==> src/rtl/dmac_ch_arb.sv <==
// ============================================================================
// dmac_ch_arb : PSX DMAC channel arbiter / sequencer for the shared engine
// Rev 1.0
// ============================================================================
`default_nettype none

module dmac_ch_arb (
    input  logic        CLK,
    input  logic        RST_ASYNC,
    input  logic        RST_SYNC,
    input  logic        EN,
    input  logic [31:0] CFG_DMAC_PCR_IN,
    input  logic [6:0]  CFG_DMAC_CHCR_TR_IN,
    input  logic [6:0]  CFG_DMAC_CHCR_CO_IN,
    input  logic [6:0]  DEV_REQ_IN,
    output logic        ENG_START_OUT,
    output logic [2:0]  ENG_CH_OUT,
    input  logic        ENG_DONE_IN,
    output logic [6:0]  CFG_DMAC_CHCR_TR_CLR_OUT,
    output logic [6:0]  CH_DONE_OUT,
    output logic        BUSY_OUT
);

    typedef enum logic [1:0] {
        S_IDLE  = 2'd0,
        S_START = 2'd1,
        S_WAIT  = 2'd2,
        S_CLEAR = 2'd3
    } state_t;

    state_t     r_state;
    state_t     w_state_nxt;
    logic [2:0] r_ch;
    logic [6:0] w_elig;
    logic       w_any;
    logic [2:0] w_win;
    logic [2:0] w_best_prio;
    logic       w_clear;
    logic [6:0] w_ch_onehot;

    genvar gi;
    for (gi = 0; gi < 7; gi++) begin : g_elig
        assign w_elig[gi] = CFG_DMAC_CHCR_TR_IN[gi] & CFG_DMAC_PCR_IN[4*gi+3]
                          & (CFG_DMAC_CHCR_CO_IN[gi] | DEV_REQ_IN[gi]);
    end

    // Ascending scan with <= lets the higher channel win a priority tie.
    always_comb begin
        w_any       = 1'b0;
        w_win       = 3'd0;
        w_best_prio = 3'd7;
        for (int n = 0; n < 7; n++) begin
            if (w_elig[n] && (CFG_DMAC_PCR_IN[4*n +: 3] <= w_best_prio)) begin
                w_any       = 1'b1;
                w_win       = 3'(n);
                w_best_prio = CFG_DMAC_PCR_IN[4*n +: 3];
            end
        end
    end

    always_comb begin
        w_state_nxt = r_state;
        case (r_state)
            S_IDLE:  if (w_any) w_state_nxt = S_START;
            S_START: w_state_nxt = S_WAIT;
            S_WAIT:  if (ENG_DONE_IN) w_state_nxt = S_CLEAR;
            S_CLEAR: w_state_nxt = S_IDLE;
            default: w_state_nxt = S_IDLE;
        endcase
    end

    always_ff @(posedge CLK or posedge RST_ASYNC) begin
        if (RST_ASYNC) begin
            r_state <= S_IDLE;
            r_ch    <= 3'd0;
        end else if (RST_SYNC) begin
            r_state <= S_IDLE;
            r_ch    <= 3'd0;
        end else if (EN) begin
            r_state <= w_state_nxt;
            if (r_state == S_IDLE && w_any)
                r_ch <= w_win;
        end
    end

    // Strobes are qualified by the clock enable so a frozen state never repeats them.
    assign w_clear     = (r_state == S_CLEAR) && EN;
    assign w_ch_onehot = 7'b000_0001 << r_ch;

    assign ENG_START_OUT            = (r_state == S_START) && EN;
    assign ENG_CH_OUT               = r_ch;
    assign CFG_DMAC_CHCR_TR_CLR_OUT = w_clear ? w_ch_onehot : 7'd0;
    assign CH_DONE_OUT              = w_clear ? w_ch_onehot : 7'd0;
    assign BUSY_OUT                 = (r_state != S_IDLE);

endmodule

`default_nettype wire

==> config.mk <==
export PLATFORM = sky130hd
export DESIGN_NAME = dmac_ch_arb
export DESIGN_NICKNAME = d
export VERILOG_FILES = /design/src/rtl/dmac_ch_arb.sv
export SDC_FILE = /design/constraint.sdc
export NUM_CORES = 1
export LEC_CHECK = 0
export ABC_CLOCK_PERIOD_IN_PS = 1900
export CAP_MARGIN = 20
export CORE_MARGIN = 8
export CORE_UTILIZATION = 38
export DETAILED_ROUTE_END_ITERATION = 8
export PLACE_DENSITY_LB_ADDON = 0.3
export SETUP_SLACK_MARGIN = 0.1
export SYNTH_ARGS = -nofsm -noshare
export SYNTH_HDL_FRONTEND = slang
export SYNTH_SLANG_ARGS = --single-unit
export TNS_END_PERCENT = 100
==> constraint.sdc <==
create_clock -name CLK -period 1.9 [get_ports CLK]
set_clock_uncertainty 0.05 [all_clocks]
set_input_delay 0.285 -clock CLK [delete_from_list [all_inputs] [get_ports CLK]]
set_output_delay 0.285 -clock CLK [all_outputs]
set_load 0.05 [all_outputs]
==> impl_results.md, run 1 <==
- Worst endpoint type: register input
- Port Buffer Count: 72
- CTS H-Tree Depth: 1
- Async SR Flop Fraction: 100.0%
- Post-GRT worst EP: ENG_CH_OUT[0]$_DFFE_PP0P_/D
- Synth area leaders: ha_1 21%, dfrtp_1 9.6%, inv_1 5.2%
- I/O pins: 77
- Synth warn: 0
- Post-synth top cells: 22 x ha_1, 18 x inv_1, 18 x nor2_1
- Die X: 74.63 um
- Synth top area share: 21.07%
- Log Error: [ERROR DPL-0033] detailed placement checks failed during check placement.
- Register area share after synthesis: 9.579%
- Initial antenna violation count: 1
- Outcome: aborted with a tool error
- Mapped Nets: 244
- Mapped cell area: 1306 um2
- Most numerous cell in the Yosys netlist: ha_1
- Synth cell types: 39
- Routability congestion estimate: 0.8523
- CTS Sinks: 5
- Largest net degree at the start of global routing: 9
- DP Wirelength: 4.002 mm
- Synth area leader: ha_1
- Mapped Avg Cell Area: 7.965 um2
- Number of synthesized flops with an enable pin: 0
- # rows: 21
- Clk buf depth: 2
- Clock root cell: clkbuf_4
- Synthesis-stage register bit count: 5
- Initial Util: 39.46%
- Failing step: global routing (5_1_grt)
- Main synth FF type: dfrtp_1
- CTS buffer count: 3
- Die Y-Extent: 74.63 um
- Post-Syn Instances: 164
## per-stage QoR
| step | std cells | instance area (um2) | worst slack, ns |
|---|---|---|---|
| floorplan | 164 | 1429 | -5.589 |
| global placement | 315 | 2581 | -5.846 |
| detailed placement | 315 | 2581 | -6.118 |
| CTS | 332 | 2880 | -5.335 |
## logic make-up after synthesis
| group | count (synthesis) | synth area share (%) |
|---|---|---|
| multiplexers | 2 | 1.533 |
| buffers and inverters | 28 | 10.82 |
| AND/OR/NAND/NOR | 44 | 16.00 |
| adder cells (fa/ha/maj) | 22 | 21.07 |
| flip-flops | 5 | 9.579 |
| AO/OA/AOI/OAI | 63 | 41.00 |
## what timing repair did
| action | CTS |
|---|---|
| hold buffers | 0 |
| pin swaps | 41 |
| buffers inserted | 13 |
| endpoints found under the setup margin | 13 |
| hold endpoints to repair | 0 |
| gates resized for setup | 47 |
==> run 2: changes to the inputs <==
Settings changed: CORE_UTILIZATION 38 to 30, PLACE_DENSITY_LB_ADDON 0.3 to 0.15, SETUP_SLACK_MARGIN 0.1 to unset.
==> impl_results.md, run 2 <==
- Outcome: complete, but fails checks
- Failing checks: negative setup slack
- Post-synth top cells: 22 x ha_1, 18 x inv_1, 18 x nor2_1
- Comb pwr share: 75.5%
- Post-Syn Instances: 164
- Crit share post-route: 379.4%
- Synth area leader: ha_1
- Clock root cell: clkbuf_8
- Worst Tran Pin Value: 0.4960 ns
- CP arrival: 7.26 ns
- Most frequent cells in the layout: 61 x buf_4, 49 x clkdlybuf4s50_1, 18 x inv_1, 16 x buf_12, 11 x ha_1
- Largest net degree at the start of global routing: 9
- Worst EP required: 1.95 ns
- Post-layout nets: 373
- Initial Util: 30.63%
- Max cap viols: 0
- Global route total overflow: 0
- Routability congestion estimate: 0.8477
- Crit path max fanout: 7
- Sequential Power Share: 10.7%
- Synth top area share: 21.07%
- Reg2reg start: r_state[0]$_DFFE_PP0P_
- Final Core Density: 73.27%
- Total wire length: 5.072 mm
- Worst-skew pair later-pin latency: 0.21 ns
- RSZ-0062 raised after global routing: yes
- CP dominant cell by count: ha_4
- DP Wirelength: 3.956 mm
- Die ar.: 6722 um2
- Internal: 830.2 uW
- Power Total: 1.382 mW
- Synth area leaders: ha_1 21%, dfrtp_1 9.6%, inv_1 5.2%
- First-pass GRT wire length: 7.762 mm
- Diodes inserted: 0
- # rows: 24
- Vias in the first global route: 1786
- Register area share after synthesis: 9.579%
- VDD IR max: 0.2556 mV
- Synth cell types: 39
- Clk buf depth: 2
- Max reg flops: 3
- Critical Path End Type: flip-flop
- Pins over their slew limit: 0
- Core area: 4264 um2
- Worst Setup SP: CFG_DMAC_PCR_IN[1]
- Layout cell share with drive strength beyond 1: 50.34%
- Type of the worst setup path: in -> reg
- Slew headroom: 66.83%
- Worst hold slack: 0.2242 ns
- DRC: 0
- Most numerous cell in the Yosys netlist: ha_1
- Worst min-delay path category: in -> async
- Post-layout minimum cycle time: 7.208 ns
- Setup WS pre-CTS: -6.078 ns
- Synthesis-stage register bit count: 5
- Number of synthesized flops with an enable pin: 0
- CTS H-Tree Depth: 1
- Final Hold Viols: 0
- Worst stage delay on the critical path: 0.48 ns
- Drt pass-1 iters: 4
- Routed wire per std cell: 14.74 um
- DRT antenna net count: 0
- CTS tree: done
- Uppermost layer routed: met4
- Via count: 1738
- Iter 0 DRT Violations: 71
- CTS buffer count: 3
- Clock Power Share: 13.8%
- Synth warn: 0
- Fmax: 138.7 MHz
- P_sw: 552.3 uW
- Detail Route met2 WL: 2.730 mm
- Main synth FF type: dfrtp_1
- Mapped Avg Cell Area: 7.965 um2
- Crit start category: input port
- Async SR Flop Fraction: 100.0%
- Commonest non-fill, non-tap cell in the layout: buf_4
- Post-route setup slack: -5.308 ns
- Cell area power density: 442.5 nW/um2
- Net Sw Frac: 39.95%
- GRT Total Usage: 14.05%
- Mapped Nets: 244
- Final setup vio count: 5
- R2R Setup Slk: 0.25 ns
- Via-to-Cell Ratio: 5.052
- CTS Sinks: 5
- Die Y-Extent: 81.99 um
- Lkg Pwr: 1.346 nW
- Post-CTS Hold Fix Bufs: 0
- Met3 WL: 332 um
- CP max-delay cell: clkdlybuf4s50_1
- Clk slew on worst S/H paths: 0.03 ns
- Initial antenna violation count: 0
- Port Buffer Count: 72
- Sum Neg Setup Slack: -26.36 ns
- Mapped cell area: 1306 um2
- Routed length on met1: 1.958 mm
- Reg2reg path depth: 7
- I/O pins: 77
- Layout area overhead: 139.2%
- Die X: 81.99 um
[run 2: cell counts after synthesis]
Identical to the previous run, type by type.
[run 2: cells by family (layout without fill, tap and decap cells)]
kind of cell,Yosys count,in the layout,share of synthesized area [%]
buffers and inverters,28,156,10.82
and+or+nand+nor,44,44,16.00
DFF,5,5,9.579
AOI/OAI and AO/OA,63,63,41.00
adders and majority gates,22,22,21.07
muxes,2,2,1.533
[run 2: final timing paths]
check,to
worst max-delay path,r_state[0]$_DFFE_PP0P_
worst min-delay path,r_state[0]$_DFFE_PP0P_
worst max register to register,ENG_CH_OUT[1]$_DFFE_PP0P_
worst min register to register,ENG_CH_OUT[0]$_DFFE_PP0P_
max in group asynchronous,ENG_CH_OUT[1]$_DFFE_PP0P_
min in group CLK,ENG_CH_OUT[1]$_DFFE_PP0P_
[run 2: final cells by class]
| class | instances | area [um2] |
|---|---|---|
| well taps | 52 | 65.06 |
| clock buffers | 4 | 45.04 |
| repair buffers | 134 | 1349 |
| inverters | 18 | 67.56 |
| multi-input cells | 131 | 1469 |
| flip-flops and latches | 5 | 128.9 |
| fillers | 324 | 1140 |
[run 2: critical path: cells and delay by family]
kind / cells / cell delay [ns]
adders and majority gates: 6 / 1.51
and+or+nand+nor: 5 / 0.38
AOI/OAI and AO/OA: 21 / 4.27
buffers and inverters: 4 / 0.78
[run 2: power by group through the flow]
| stage | Clock [mW] | Sequential (mW) | Combinational, mW |
|---|---|---|---|
| floorplan | 0 | 0.174 | 0.418 |
| global placement | 0 | 0.150 | 0.766 |
| detailed placement | 0 | 0.152 | 0.783 |
| CTS | 0.195 | 0.151 | 0.909 |
| global route | 0.204 | 0.151 | 1.12 |
| finish | 0.191 | 0.148 | 1.04 |
[run 2: routing by layer]
| layer | global-route usage, % | vias up |
|---|---|---|
| met1 | 15.36 | 819 |
| met4 | 4.386 | 0 |
| met3 | 2.735 | 4 |
| li1 | - | 862 |
| met2 | 26.36 | 53 |
| met5 | 0 | - |
[run 2: through the flow]
stage          std cells  instance area [um2]
2_1_floorplan        164                 1413
3_3_place_gp         324                 2609
3_5_place_dp         324                 2609
4_1_cts              335                 2872
5_1_grt              344                 3124
6_report             344                 3124
[run 2: timing repair]
action                                  4_1_cts  5_1_grt
endpoints found under the setup margin        5       15
buffers inserted                              8        9
gates resized for setup                      39       27
pin swaps                                    18       12
(Power assumes the default switching activity.)
==> run 3: changes to the inputs <==
Settings changed: REMOVE_ABC_BUFFERS set to 1, SLEW_MARGIN set to 20.
==> impl_results.md, run 3 (synthesized netlist as in run 2, its figures left out) <==
- Layout area overhead: 141.4%
- Die X: 81.99 um
- Final Core Density: 73.94%
- Area of the multi-input gates: 1409 um2
- Port Buffer Count: 72
- Die ar.: 6722 um2
- CTS buffer count: 3
- Reg2reg path depth: 6
- RR Endpoint: ENG_CH_OUT[1]$_DFFE_PP0P_
- Final Hold Viols: 0
- R2R Setup Slk: 0.23 ns
- Worst Tran Pin Value: 0.3765 ns
- Crit share post-route: 382.2%
- VDD IR max: 0.2451 mV
- Clk buf depth: 2
- Crit path max fanout: 7
- Crit start category: input port
- Worst EP required: 1.95 ns
- CP max-delay cell: a211oi_4
- Largest net degree at the start of global routing: 9
- Outcome: complete, but fails checks
- Drt pass-1 iters: 5
- DRT antenna net count: 0
- Most frequent cells in the layout: 68 x buf_4, 46 x clkdlybuf4s50_1, 17 x buf_12, 15 x inv_1, 11 x ha_1
- CP dominant cell by count: ha_4
- Max cap viols: 0
- Failing checks: negative setup slack
- CP arrival: 7.31 ns
- RSZ-0062 raised after global routing: yes
- Commonest non-fill, non-tap cell in the layout: buf_4
- Final setup vio count: 5
- Total wire length: 5.365 mm
- Max reg flops: 3
- Clk slew on worst S/H paths: 0.04 ns
- CTS Sinks: 5
- Initial antenna violation count: 0
- Core area: 4264 um2
- Worst stage delay on the critical path: 0.35 ns
- Via-to-Cell Ratio: 4.986
- Diodes inserted: 0
- Pins over their slew limit: 0
- Global route total overflow: 0
- DP Wirelength: 3.792 mm
- Worst-skew pair later-pin latency: 0.22 ns
- Layout cell share with drive strength beyond 1: 51.66%
- DRC: 0
- Final instance area: 3153 um2
- Worst min-delay path category: in -> async
- Slew headroom: 74.64%
- # rows: 24
- Initial Util: 30.63%
- Routability congestion estimate: 0.8187
- Routed wire per std cell: 15.16 um
- Via count: 1765
- Filler Cell Count: 297
- Die Y-Extent: 81.99 um
- Reg2reg start: r_state[0]$_DFFE_PP0P_
- Lkg Pwr: 1.408 nW
- First-pass GRT wire length: 8.376 mm
- Register area: 125.1 um2
- Fmax: 137.7 MHz
- Post-route setup slack: -5.362 ns
- GRT Total Usage: 15.25%
- Type of the worst setup path: in -> reg
- Post-layout minimum cycle time: 7.262 ns
- Post-CTS Hold Fix Bufs: 0
- CTS H-Tree Depth: 1
- Iter 0 DRT Violations: 59
- Post-layout nets: 383
- CTS tree: done
- I/O pins: 77
- Cell area power density: 438.6 nW/um2
- Placed cell areas: 2569 um2
- Vias in the first global route: 1877
- Critical Path End Type: flip-flop
- Clock root cell: clkbuf_8
[run 3: what timing repair did]
item                       CTS  global route
resized for setup           59            34
setup endpoints to repair    5             5
hold endpoints to repair     0             0
pin swaps                   42            34
setup buffers               16             3
[run 3: where the power goes]
part / leakage, nW / internal (mW) / total (mW) / switching [mW]
Sequential: 0.0675 / 0.121 / 0.144 / 0.0229
Combinational: 1.32 / 0.557 / 1.04 / 0.479
Clock: 0.0228 / 0.145 / 0.203 / 0.0588
[run 3: routing by layer]
| metal | vias up | GRT usage (%) | wire [um] | part of all wire (%) |
|---|---|---|---|---|
| li1 | 877 | - | - | - |
| met1 | 825 | 16.33 | 2010 | 37 |
| met2 | 56 | 29.83 | 2913 | 54 |
| met3 | 7 | 2.188 | 374 | 7.0 |
| met4 | 0 | 4.211 | 67 | 1.2 |
| met5 | - | 0 | 0 | 0 |
[run 3: layout make-up]
cell class	instances	area share (%)
well taps	52	2.063
repair buffers	144	45.71
inverters	18	2.143
multi-input cells	131	44.68
flip-flops and latches	5	3.968
clock buffers	4	1.429
[run 3: metrics by stage]
stage               TNS, ns  total power, mW  hold slack [ns]  instances  setup slack, ns
CTS                  -26.42            1.239           0.2259        351           -5.359
finish               -26.46            1.383           0.2101        354           -5.362
global route         -28.09            1.481           0.2323        354           -5.674
global placement     -30.29           0.8838           0.4557        331           -6.114
floorplan            -43.83           0.5421          0.01352        154           -6.661
detailed placement   -30.89           0.8944           0.4605        331           -6.228
[run 3: worst max-delay path, delay by kind of cell]
family / cells / cell delay (ns)
compound gates: 22 / 3.92
fa+ha+maj: 6 / 1.56
buf+inv: 7 / 0.96
mux: 1 / 0.16
simple gates: 6 / 0.39
[run 3: worst max-delay path by stage]
stage	startpoint	to	depth (start not counted)	slack, ns
CTS	CFG_DMAC_CHCR_CO_IN[0]	r_state[1]$_DFFE_PP0P_	39	-5.36
floorplan	DEV_REQ_IN[0]	ENG_CH_OUT[0]$_DFFE_PP0P_	34	-6.66
global placement	DEV_REQ_IN[0]	ENG_CH_OUT[0]$_DFFE_PP0P_	36	-6.11
global route	DEV_REQ_IN[0]	ENG_CH_OUT[0]$_DFFE_PP0P_	44	-5.67
detailed placement	DEV_REQ_IN[0]	ENG_CH_OUT[0]$_DFFE_PP0P_	36	-6.23
finish	DEV_REQ_IN[0]	ENG_CH_OUT[0]$_DFFE_PP0P_	42	-5.36
==> run 4: changes to the inputs <==
Settings changed: SETUP_SLACK_MARGIN set to 0.1.
==> impl_results.md, run 4 (synthesized netlist as in run 2, its figures left out) <==
- Crit path max fanout: 7
- Drt pass-1 iters: 4
- Crit share post-route: 381.9%
- Worst-skew pair later-pin latency: 0.22 ns
- CP arrival: 7.31 ns
- Port Buffer Count: 72
- Clk buf depth: 2
- DRT antenna net count: 0
- # rows: 24
- Buf+Inv Stages, Crit Path: 5
- Placed cell areas: 2569 um2
- Slew headroom: 74.39%
- Post-layout nets: 385
- Worst EP required: 1.95 ns
- Filler Cell Count: 307
- Cell area power density: 438.0 nW/um2
- CTS buffer count: 3
- Worst Setup SP: CFG_DMAC_PCR_IN[4]
- Die X: 81.99 um
- Worst min-delay path category: in -> async
- Failing checks: negative setup slack
- Iter 0 DRT Violations: 43
- Die Y-Extent: 81.99 um
- Vias in the first global route: 1877
- RR Endpoint: ENG_CH_OUT[1]$_DFFE_PP0P_
- CTS H-Tree Depth: 1
- Via-to-Cell Ratio: 5.008
- Crit start category: input port
- Final setup vio count: 5
- Routability congestion estimate: 0.8187
- Worst Tran Pin Value: 0.3801 ns
- Max cap viols: 0
- Largest net degree at the start of global routing: 9
- CP max-delay cell: clkdlybuf4s50_1
- Lkg Pwr: 1.407 nW
- Cell count along the critical path: 38
- First-pass GRT wire length: 8.376 mm
- Post-CTS Hold Fix Bufs: 0
- Max reg flops: 3
- Outcome: complete, but fails checks
- Pins over their slew limit: 0
- Setup WS pre-CTS: -6.228 ns
- Post-route setup slack: -5.356 ns
- R2R Setup Slk: 0.25 ns
- DRC: 0
- Reg2reg path depth: 6
- Via count: 1783
- Clock root cell: clkbuf_8
- Final instance area: 3152 um2
- Critical Path End Type: flip-flop
- Worst hold slack: 0.2101 ns
- Post-layout minimum cycle time: 7.256 ns
- Initial antenna violation count: 0
- Global route total overflow: 0
- Type of the worst setup path: in -> reg
- Reg2reg start: r_state[0]$_DFFE_PP0P_
- Diodes inserted: 0
- Final Hold Viols: 0
- GRT Total Usage: 15.25%
- RSZ-0062 raised after global routing: yes
- Fmax: 137.8 MHz
- Worst stage delay on the critical path: 0.51 ns
- Most frequent cells in the layout: 68 x buf_4, 46 x clkdlybuf4s50_1, 17 x inv_1, 17 x buf_12, 12 x ha_1
- CTS Sinks: 5
- CTS tree: done
- Core area: 4264 um2
- I/O pins: 77
- Layout area overhead: 141.3%
- Clk slew on worst S/H paths: 0.04 ns
- DP Wirelength: 3.792 mm
- Crit path to: ENG_CH_OUT[0]$_DFFE_PP0P_
- Die ar.: 6722 um2
- Power Total: 1.380 mW
- CP delay by family, top: compound AO/OA/AOI/OAI gates
- VDD IR max: 0.2454 mV
- Total wire length: 5.370 mm
- Initial Util: 30.63%
- Commonest non-fill, non-tap cell in the layout: buf_4
- Layout cell share with drive strength beyond 1: 51.97%
- Routed wire per std cell: 15.08 um
- CP dominant cell by count: ha_4
-- run 4: cell count changes in the layout (fill, tap and decap cells not counted), moves of 2 or more --
| cell | delta |
|---|---|
| buf_6 | +2 |
| inv_1 | +2 |
| inv_2 | -2 |
| nor2_2 | +2 |
| nor2_4 | -2 |
| o21ai_1 | -2 |
| o21ai_2 | +2 |
-- run 4: layout make-up --
type	count	area [um2]	share of cell area [%]
repair buffers	146	1460	46.33
multi-input cells	131	1388	44.03
well taps	52	65.06	2.064
inverters	18	67.56	2.144
flip-flops and latches	5	126.4	4.010
clock buffers	4	45.04	1.429
-- run 4: how the worst min path moves through the flow --
stage / endpoint / slack [ns] / depth (start not counted) / startpoint
floorplan: ENG_CH_OUT[0]$_DFFE_PP0P_ / 0.01 / 1 / RST_ASYNC
global placement: r_state[0]$_DFFE_PP0P_ / 0.46 / 2 / RST_ASYNC
detailed placement: r_state[0]$_DFFE_PP0P_ / 0.46 / 2 / RST_ASYNC
CTS: ENG_CH_OUT[2]$_DFFE_PP0P_ / 0.23 / 2 / RST_ASYNC
global route: ENG_CH_OUT[2]$_DFFE_PP0P_ / 0.23 / 2 / RST_ASYNC
finish: ENG_CH_OUT[2]$_DFFE_PP0P_ / 0.21 / 2 / RST_ASYNC
-- run 4: report_power, final --
group / switching, mW / internal [mW]
Combinational: 0.475 / 0.556
Clock: 0.0594 / 0.145
Sequential: 0.0238 / 0.122
-- run 4: stage by stage --
stage	util [%]	setup TNS, ns	std cells
detailed placement	60.24	-30.89	331
floorplan	-	-43.83	154
global placement	60.24	-30.29	331
finish	73.91	-26.41	356
CTS	68.90	-26.42	351
global route	73.91	-28.14	356
-- run 4: what timing repair did --
action | CTS | global route
setup buffers | 16 | 5
gates resized for setup | 61 | 31
endpoints found under the setup margin | 7 | 7
pin swaps | 44 | 35
-- run 4: per-layer routing --
| metal | GRT usage, % | vias up | part of all wire (%) |
|---|---|---|---|
| met2 | 29.83 | 60 | 53 |
| met4 | 4.211 | 0 | 0.99 |
| met5 | 0 | - | 0 |
| li1 | - | 886 | - |
| met3 | 2.188 | 5 | 7.4 |
| met1 | 16.33 | 832 | 38 |
